[src/rtl/div_param.sv]
// Iterative restoring divider, one quotient bit per cycle, with signed/unsigned
// modes, divide-by-zero and signed-overflow flags, abort and valid/ready handshake.
module div_param #(
  parameter int WIDTH = 32
) (
  input  logic             clk,
  input  logic             rst,
  input  logic             signed_i,
  input  logic [WIDTH-1:0] dividend_i,
  input  logic [WIDTH-1:0] divisor_i,
  input  logic             in_valid_i,
  output logic             in_ready_o,
  input  logic             annul_i,
  output logic             out_valid_o,
  input  logic             out_ready_i,
  output logic [WIDTH-1:0] quotient_o,
  output logic [WIDTH-1:0] remainder_o,
  output logic             dbz_o,
  output logic             ovf_o,
  output logic             busy_o
);

  localparam int CW = $clog2(WIDTH);

  typedef enum logic [1:0] {IDLE, CALC, FIX, DONE} state_e;

  state_e           state_q, state_d;
  logic [CW-1:0]    cnt_q, cnt_d;
  logic [WIDTH-1:0] quo_q, quo_d;
  logic [WIDTH-1:0] rem_q, rem_d;
  logic [WIDTH-1:0] dvs_q, dvs_d;
  logic             sgn_q, sgn_d;
  logic             neg_dvd_q, neg_dvd_d;
  logic             neg_dvs_q, neg_dvs_d;
  logic             ovf_pend_q, ovf_pend_d;

  logic [WIDTH-1:0] q_out_q, q_out_d;
  logic [WIDTH-1:0] r_out_q, r_out_d;
  logic             dbz_q, dbz_d;
  logic             ovf_q, ovf_d;
  logic             in_ready_q, in_ready_d;
  logic             busy_q, busy_d;
  logic             out_valid_q, out_valid_d;

  // Operand decode at accept time.
  logic             acc_neg_dvd, acc_neg_dvs, acc_ovf;
  logic [WIDTH-1:0] acc_dvd_mag, acc_dvs_mag;
  logic [WIDTH:0]   trial;

  assign acc_neg_dvd = signed_i & dividend_i[WIDTH-1];
  assign acc_neg_dvs = signed_i & divisor_i[WIDTH-1];
  // Two's-complement negation of MIN yields MIN, which read as unsigned is 2^(WIDTH-1).
  assign acc_dvd_mag = acc_neg_dvd ? ({WIDTH{1'b0}} - dividend_i) : dividend_i;
  assign acc_dvs_mag = acc_neg_dvs ? ({WIDTH{1'b0}} - divisor_i) : divisor_i;
  assign acc_ovf     = signed_i && (dividend_i == {1'b1, {(WIDTH-1){1'b0}}})
                       && (divisor_i == {WIDTH{1'b1}});

  // Restoring step: shift the next dividend bit into the partial remainder and try a subtract.
  assign trial = {rem_q, quo_q[WIDTH-1]} - {1'b0, dvs_q};

  always_comb begin
    // NOTE: every variable gets a default before the case so no latch can be inferred.
    state_d    = state_q;
    cnt_d      = cnt_q;
    quo_d      = quo_q;
    rem_d      = rem_q;
    dvs_d      = dvs_q;
    sgn_d      = sgn_q;
    neg_dvd_d  = neg_dvd_q;
    neg_dvs_d  = neg_dvs_q;
    ovf_pend_d = ovf_pend_q;
    q_out_d    = q_out_q;
    r_out_d    = r_out_q;
    dbz_d      = dbz_q;
    ovf_d      = ovf_q;

    unique case (state_q)
      IDLE: begin
        if (in_valid_i) begin
          sgn_d     = signed_i;
          neg_dvd_d = acc_neg_dvd;
          neg_dvs_d = acc_neg_dvs;
          if (divisor_i == '0) begin
            q_out_d = '1;
            r_out_d = dividend_i;
            dbz_d   = 1'b1;
            ovf_d   = 1'b0;
            state_d = DONE;
          end else begin
            quo_d      = acc_dvd_mag;
            rem_d      = '0;
            dvs_d      = acc_dvs_mag;
            cnt_d      = '0;
            ovf_pend_d = acc_ovf;
            state_d    = CALC;
          end
        end
      end
      CALC: begin
        if (annul_i) begin
          state_d = IDLE;
        end else begin
          if (!trial[WIDTH]) begin
            rem_d = trial[WIDTH-1:0];
            quo_d = {quo_q[WIDTH-2:0], 1'b1};
          end else begin
            rem_d = {rem_q[WIDTH-2:0], quo_q[WIDTH-1]};
            quo_d = {quo_q[WIDTH-2:0], 1'b0};
          end
          cnt_d = cnt_q + CW'(1);
          if (cnt_q == CW'(WIDTH - 1)) state_d = FIX;
        end
      end
      FIX: begin
        if (annul_i) begin
          state_d = IDLE;
        end else begin
          q_out_d = (sgn_q && (neg_dvd_q ^ neg_dvs_q)) ? ({WIDTH{1'b0}} - quo_q) : quo_q;
          r_out_d = (sgn_q && neg_dvd_q) ? ({WIDTH{1'b0}} - rem_q) : rem_q;
          dbz_d   = 1'b0;
          ovf_d   = ovf_pend_q;
          state_d = DONE;
        end
      end
      DONE: begin
        if (out_ready_i) begin
          q_out_d = '0;
          r_out_d = '0;
          dbz_d   = 1'b0;
          ovf_d   = 1'b0;
          state_d = IDLE;
        end
      end
      default: state_d = IDLE;
    endcase

    in_ready_d  = (state_d == IDLE);
    busy_d      = (state_d == CALC) || (state_d == FIX);
    out_valid_d = (state_d == DONE);
  end

  always_ff @(posedge clk) begin
    // NOTE: non-blocking assignments so every register samples pre-edge values.
    if (!rst) begin
      state_q     <= IDLE;
      q_out_q     <= '0;
      r_out_q     <= '0;
      dbz_q       <= 1'b0;
      ovf_q       <= 1'b0;
      in_ready_q  <= 1'b1;
      busy_q      <= 1'b0;
      out_valid_q <= 1'b0;
    end else begin
      state_q     <= state_d;
      q_out_q     <= q_out_d;
      r_out_q     <= r_out_d;
      dbz_q       <= dbz_d;
      ovf_q       <= ovf_d;
      in_ready_q  <= in_ready_d;
      busy_q      <= busy_d;
      out_valid_q <= out_valid_d;
    end
  end

  // NOTE: datapath registers carry no reset; they are always loaded at accept before use.
  always_ff @(posedge clk) begin
    cnt_q      <= cnt_d;
    quo_q      <= quo_d;
    rem_q      <= rem_d;
    dvs_q      <= dvs_d;
    sgn_q      <= sgn_d;
    neg_dvd_q  <= neg_dvd_d;
    neg_dvs_q  <= neg_dvs_d;
    ovf_pend_q <= ovf_pend_d;
  end

  assign in_ready_o  = in_ready_q;
  assign busy_o      = busy_q;
  assign out_valid_o = out_valid_q;
  assign quotient_o  = q_out_q;
  assign remainder_o = r_out_q;
  assign dbz_o       = dbz_q;
  assign ovf_o       = ovf_q;

endmodule

[config.mk]
export PLATFORM = sky130hd
export DESIGN_NAME = div_param
export DESIGN_NICKNAME = d
export VERILOG_FILES = /design/src/rtl/div_param.sv
export SDC_FILE = /design/constraint.sdc
export NUM_CORES = 1
export LEC_CHECK = 0
export BUFFER_PORTS_ARGS = -buffer_cell sky130_fd_sc_hd__buf_2
export CELL_PAD_IN_SITES_DETAIL_PLACEMENT = 0
export CELL_PAD_IN_SITES_GLOBAL_PLACEMENT = 1
export CORE_MARGIN = 3
export CORE_UTILIZATION = 40
export CTS_BUF_LIST = sky130_fd_sc_hd__clkbuf_16
export DETAILED_ROUTE_END_ITERATION = 8
export GPL_TIMING_DRIVEN = 0
export PLACE_DENSITY = 0.69
export SLEW_MARGIN = 40
export SYNTH_ARGS = -nofsm -noshare
export SYNTH_HDL_FRONTEND = slang
export SYNTH_SLANG_ARGS = --single-unit
[constraint.sdc]
create_clock -name clk -period 10.3 [get_ports clk]
set_clock_uncertainty 0.15 [all_clocks]
set_input_delay 2.06 -clock clk [delete_from_list [all_inputs] [get_ports clk]]
set_output_delay 2.06 -clock clk [all_outputs]
set_load 0.01 [all_outputs]
==> impl_metrics.ini <==
[status]
outcome = finished, final reports clean

[logic_synthesis]
ys_async_sr_fraction = 0
ys_ff_latch = 176
yosysSeqAreaShare = 0.390
synth_area_per_cell_um2 = 8.69
synth_area_um2 = 11700
syn_inst = 1350
synth_edf_count = 105
synth_compound_area_frac = 0.223
synth_nets = 1462
synth-adder-area-share = 0.0455
synth-xor-area-share = 0.108
synth_top_family_by_area = compound AO/OA/AOI/OAI gates
ys_types = 73
synthSimpleGateAreaFrac = 0.182
synth_ff_type = edfxtp_1
ys_warn_count = 0
synth.area.mux_share = 0.000854

[die]
die-area_um2 = 31400
die_h_um = 177
dieWidth_um = 177
fp.coreArea_um2 = 28800
std_cell_rows = 62
start_util = 0.407
ioPinCount = 139

[sta]
slew_viol_final = 0
hold_ws_ps = 313
rsz0062_at_grt = false
max-slew-margin-rel = 0.431
finalHoldViolCount = 0
min_period_ps = 4890
post-route-period-util = 0.475
setup_ws_ps = 5410
worst_pin_slew_ps = 854
setup_viol = 0
clock.fmax_mhz = 205
fin_tns_setup_ps = 0

[pwr]
powerDensity_nw_per_um2 = 179
ir_drop_mv = 0.121
total_leakage_power_nw = 5.31
p_int_w = 0.00150
netSwitchingFraction = 0.382
p_comb_frac = 0.339
switchingPower_w = 0.000926
clkPwrFrac = 0.265
p_seq_frac = 0.396

[setup_path]
cp-start-kind = input pin
critPathRequiredTime_ps = 10460
worstPathArrival_ps = 5050
cp-end-kind = flip-flop
path_max_fanout = 10
worstSetupPathType = input pin to flip-flop

[clock_network]
htreeDepth = 4
clk_pin_slew_ps = 80
clkLatencyLatePin_ps = 440
cts_setup_buffers = 0
numClockSinks = 176
cts_tree = built
cts_max_path_buffers = 2
cts_root_buf = clkbuf_16
ctsResizeCount = 0
hold_buffers = 0
cts_made_buffers = 17

[cells_and_area]
drive_above_1_share = 0.143
final_cells = 1909
layout.area.seq_um2 = 4570
fill_cells = 2864
n_antenna_cell = 0
synthToLayoutAreaGrowth_pct = 15.9
multi_input_area_um2 = 6580
final_area_um2 = 13600
fin_nets = 1624

[drt]
first_pass_iters = 5
ant_nets = 0
drc = 0
drt_wl_total_mm = 37.2
wl_met1_mm = 16.4
route.met3.wl_mm = 1.36
vias = 10500
wl_met2_mm = 18.2
drt_iter0_markers = 781
wire_per_inst_um = 19.5
highest_layer = met4
viasPerCell = 5.51

[placed_design]
io_buffers = 138
dpl_cell_area_um2 = 13000
place.gp.congestion = 0.896
place_ws_ps = 4960
dp_hpwl_mm = 29.9
dpl.cell_count = 1877

[global_routing]
grt_pass1_wl_mm = 57.3
gr-total-overflow = 0
antenna_found_initial = 0
grt_use_total = 0.236
grt_max_degree = 22
grt_pass1_vias = 10300

[run]
drv_cap = 0

[worst_hold_path]
hp-class = flip-flop to flip-flop
layer usage:
metal | vias to the layer above | global-route usage
li1 | 5292 | -
met1 | 4908 | 0.302
met2 | 276 | 0.409
met3 | 52 | 0.0266
met4 | 0 | 0.0903
met5 | - | 0
synth_stat cells, drive strengths merged, types with 11 or more instances:
cell / number / share of area
a221oi: 30 / 0.022
ha: 41 / 0.044
nand3: 37 / 0.017
edfxtp: 105 / 0.27
dfxtp: 71 / 0.12
buf: 18 / 0.012
and2: 11 / 0.0059
or4: 14 / 0.0096
o211ai: 27 / 0.017
a21oi: 103 / 0.044
a31oi: 14 / 0.0075
o31ai: 23 / 0.017
xnor2: 76 / 0.057
o41ai: 14 / 0.010
nand2: 95 / 0.031
nor3: 53 / 0.024
and3: 13 / 0.0069
nand4: 19 / 0.010
inv: 63 / 0.020
nor2: 147 / 0.047
xor2: 68 / 0.051
o21ai: 136 / 0.058
nor4: 16 / 0.012
clkbuf: 59 / 0.019
cell usage in the layout (no fill, tap or decap), types with 51 or more instances in the layout:
| master | Yosys | layout |
|---|---|---|
| clkbuf_1 | 58 | 58 |
| nor2_1 | 147 | 146 |
| a21oi_1 | 103 | 103 |
| xnor2_1 | 76 | 76 |
| edfxtp_1 | 105 | 105 |
| nor3_1 | 51 | 51 |
| o21ai_0 | 135 | 135 |
| dfxtp_1 | 71 | 71 |
| buf_2 | 8 | 146 |
| nand2_1 | 94 | 94 |
| xor2_1 | 68 | 68 |
| inv_1 | 62 | 62 |
sequential cells by signal, indices dropped and copies added (netlist names):
register,flops
cnt_q,5
in_ready_o,1
neg_dvd_q,1
ovf_o,1
neg_dvs_q,1
sgn_q,1
rem_q,32
out_valid_o,1
state_q,2
remainder_o,32
quo_q,32
dbz_o,1
busy_o,1
quotient_o,32
ovf_pend_q,1
dvs_q,32
worst max-delay path: stages:
cell	delay (ps)
buf_2	140
or4_4	550
nor4b_4	450
nand2_2	180
nor3_4	490
a21oi_1	260
clkbuf_1	280
a221oi_1	520
nor2_1	100
power by group through the flow:
stage	Combinational [W]	Sequential, W	Clock [W]
2_1_floorplan	0.000549	0.000968	0
3_3_place_gp	0.000801	0.000982	0
3_5_place_dp	0.000817	0.000975	0
4_1_cts	0.000821	0.000959	0.000654
5_1_grt	0.000917	0.000974	0.000679
6_report	0.000822	0.000961	0.000644
area by class of cell:
class	count	share of cell area
buffer	77	0.0265
clock buffer	17	0.0313
clock inverter	15	0.0110
inverter	66	0.0182
multi-input combinational	1031	0.484
sequential	176	0.336
tap	384	0.0353
timing repair buffer	143	0.0572
worst paths after layout:
path | startpoint | end | slack (ps) | cells past startpoint
setup / recovery | divisor_i[6] | remainder_o[18] | 5410 | 9
hold / removal | quotient_o[0] | quotient_o[0] | 310 | 2
setup reg to reg | quo_q[31] | rem_q[25] | 6160 | 12
hold reg to reg | quotient_o[0] | quotient_o[0] | 310 | 2
stage by stage:
step                total power (W)   util
floorplan                   0.00152      -
global placement            0.00178  0.448
detailed placement          0.00179  0.452
CTS                         0.00243  0.472
global route                0.00257  0.472
finish                      0.00243  0.472
cell families after synthesis:
kind of cell             Yosys count
adder cells (fa/ha/maj)           42
flip-flops                       176
XOR/XNOR                         144
multiplexers                       1
AND/OR/NAND/NOR                  434
AO/OA/AOI/OAI                    410
buffers and inverters            143
Power figures use the tool's default switching activity.
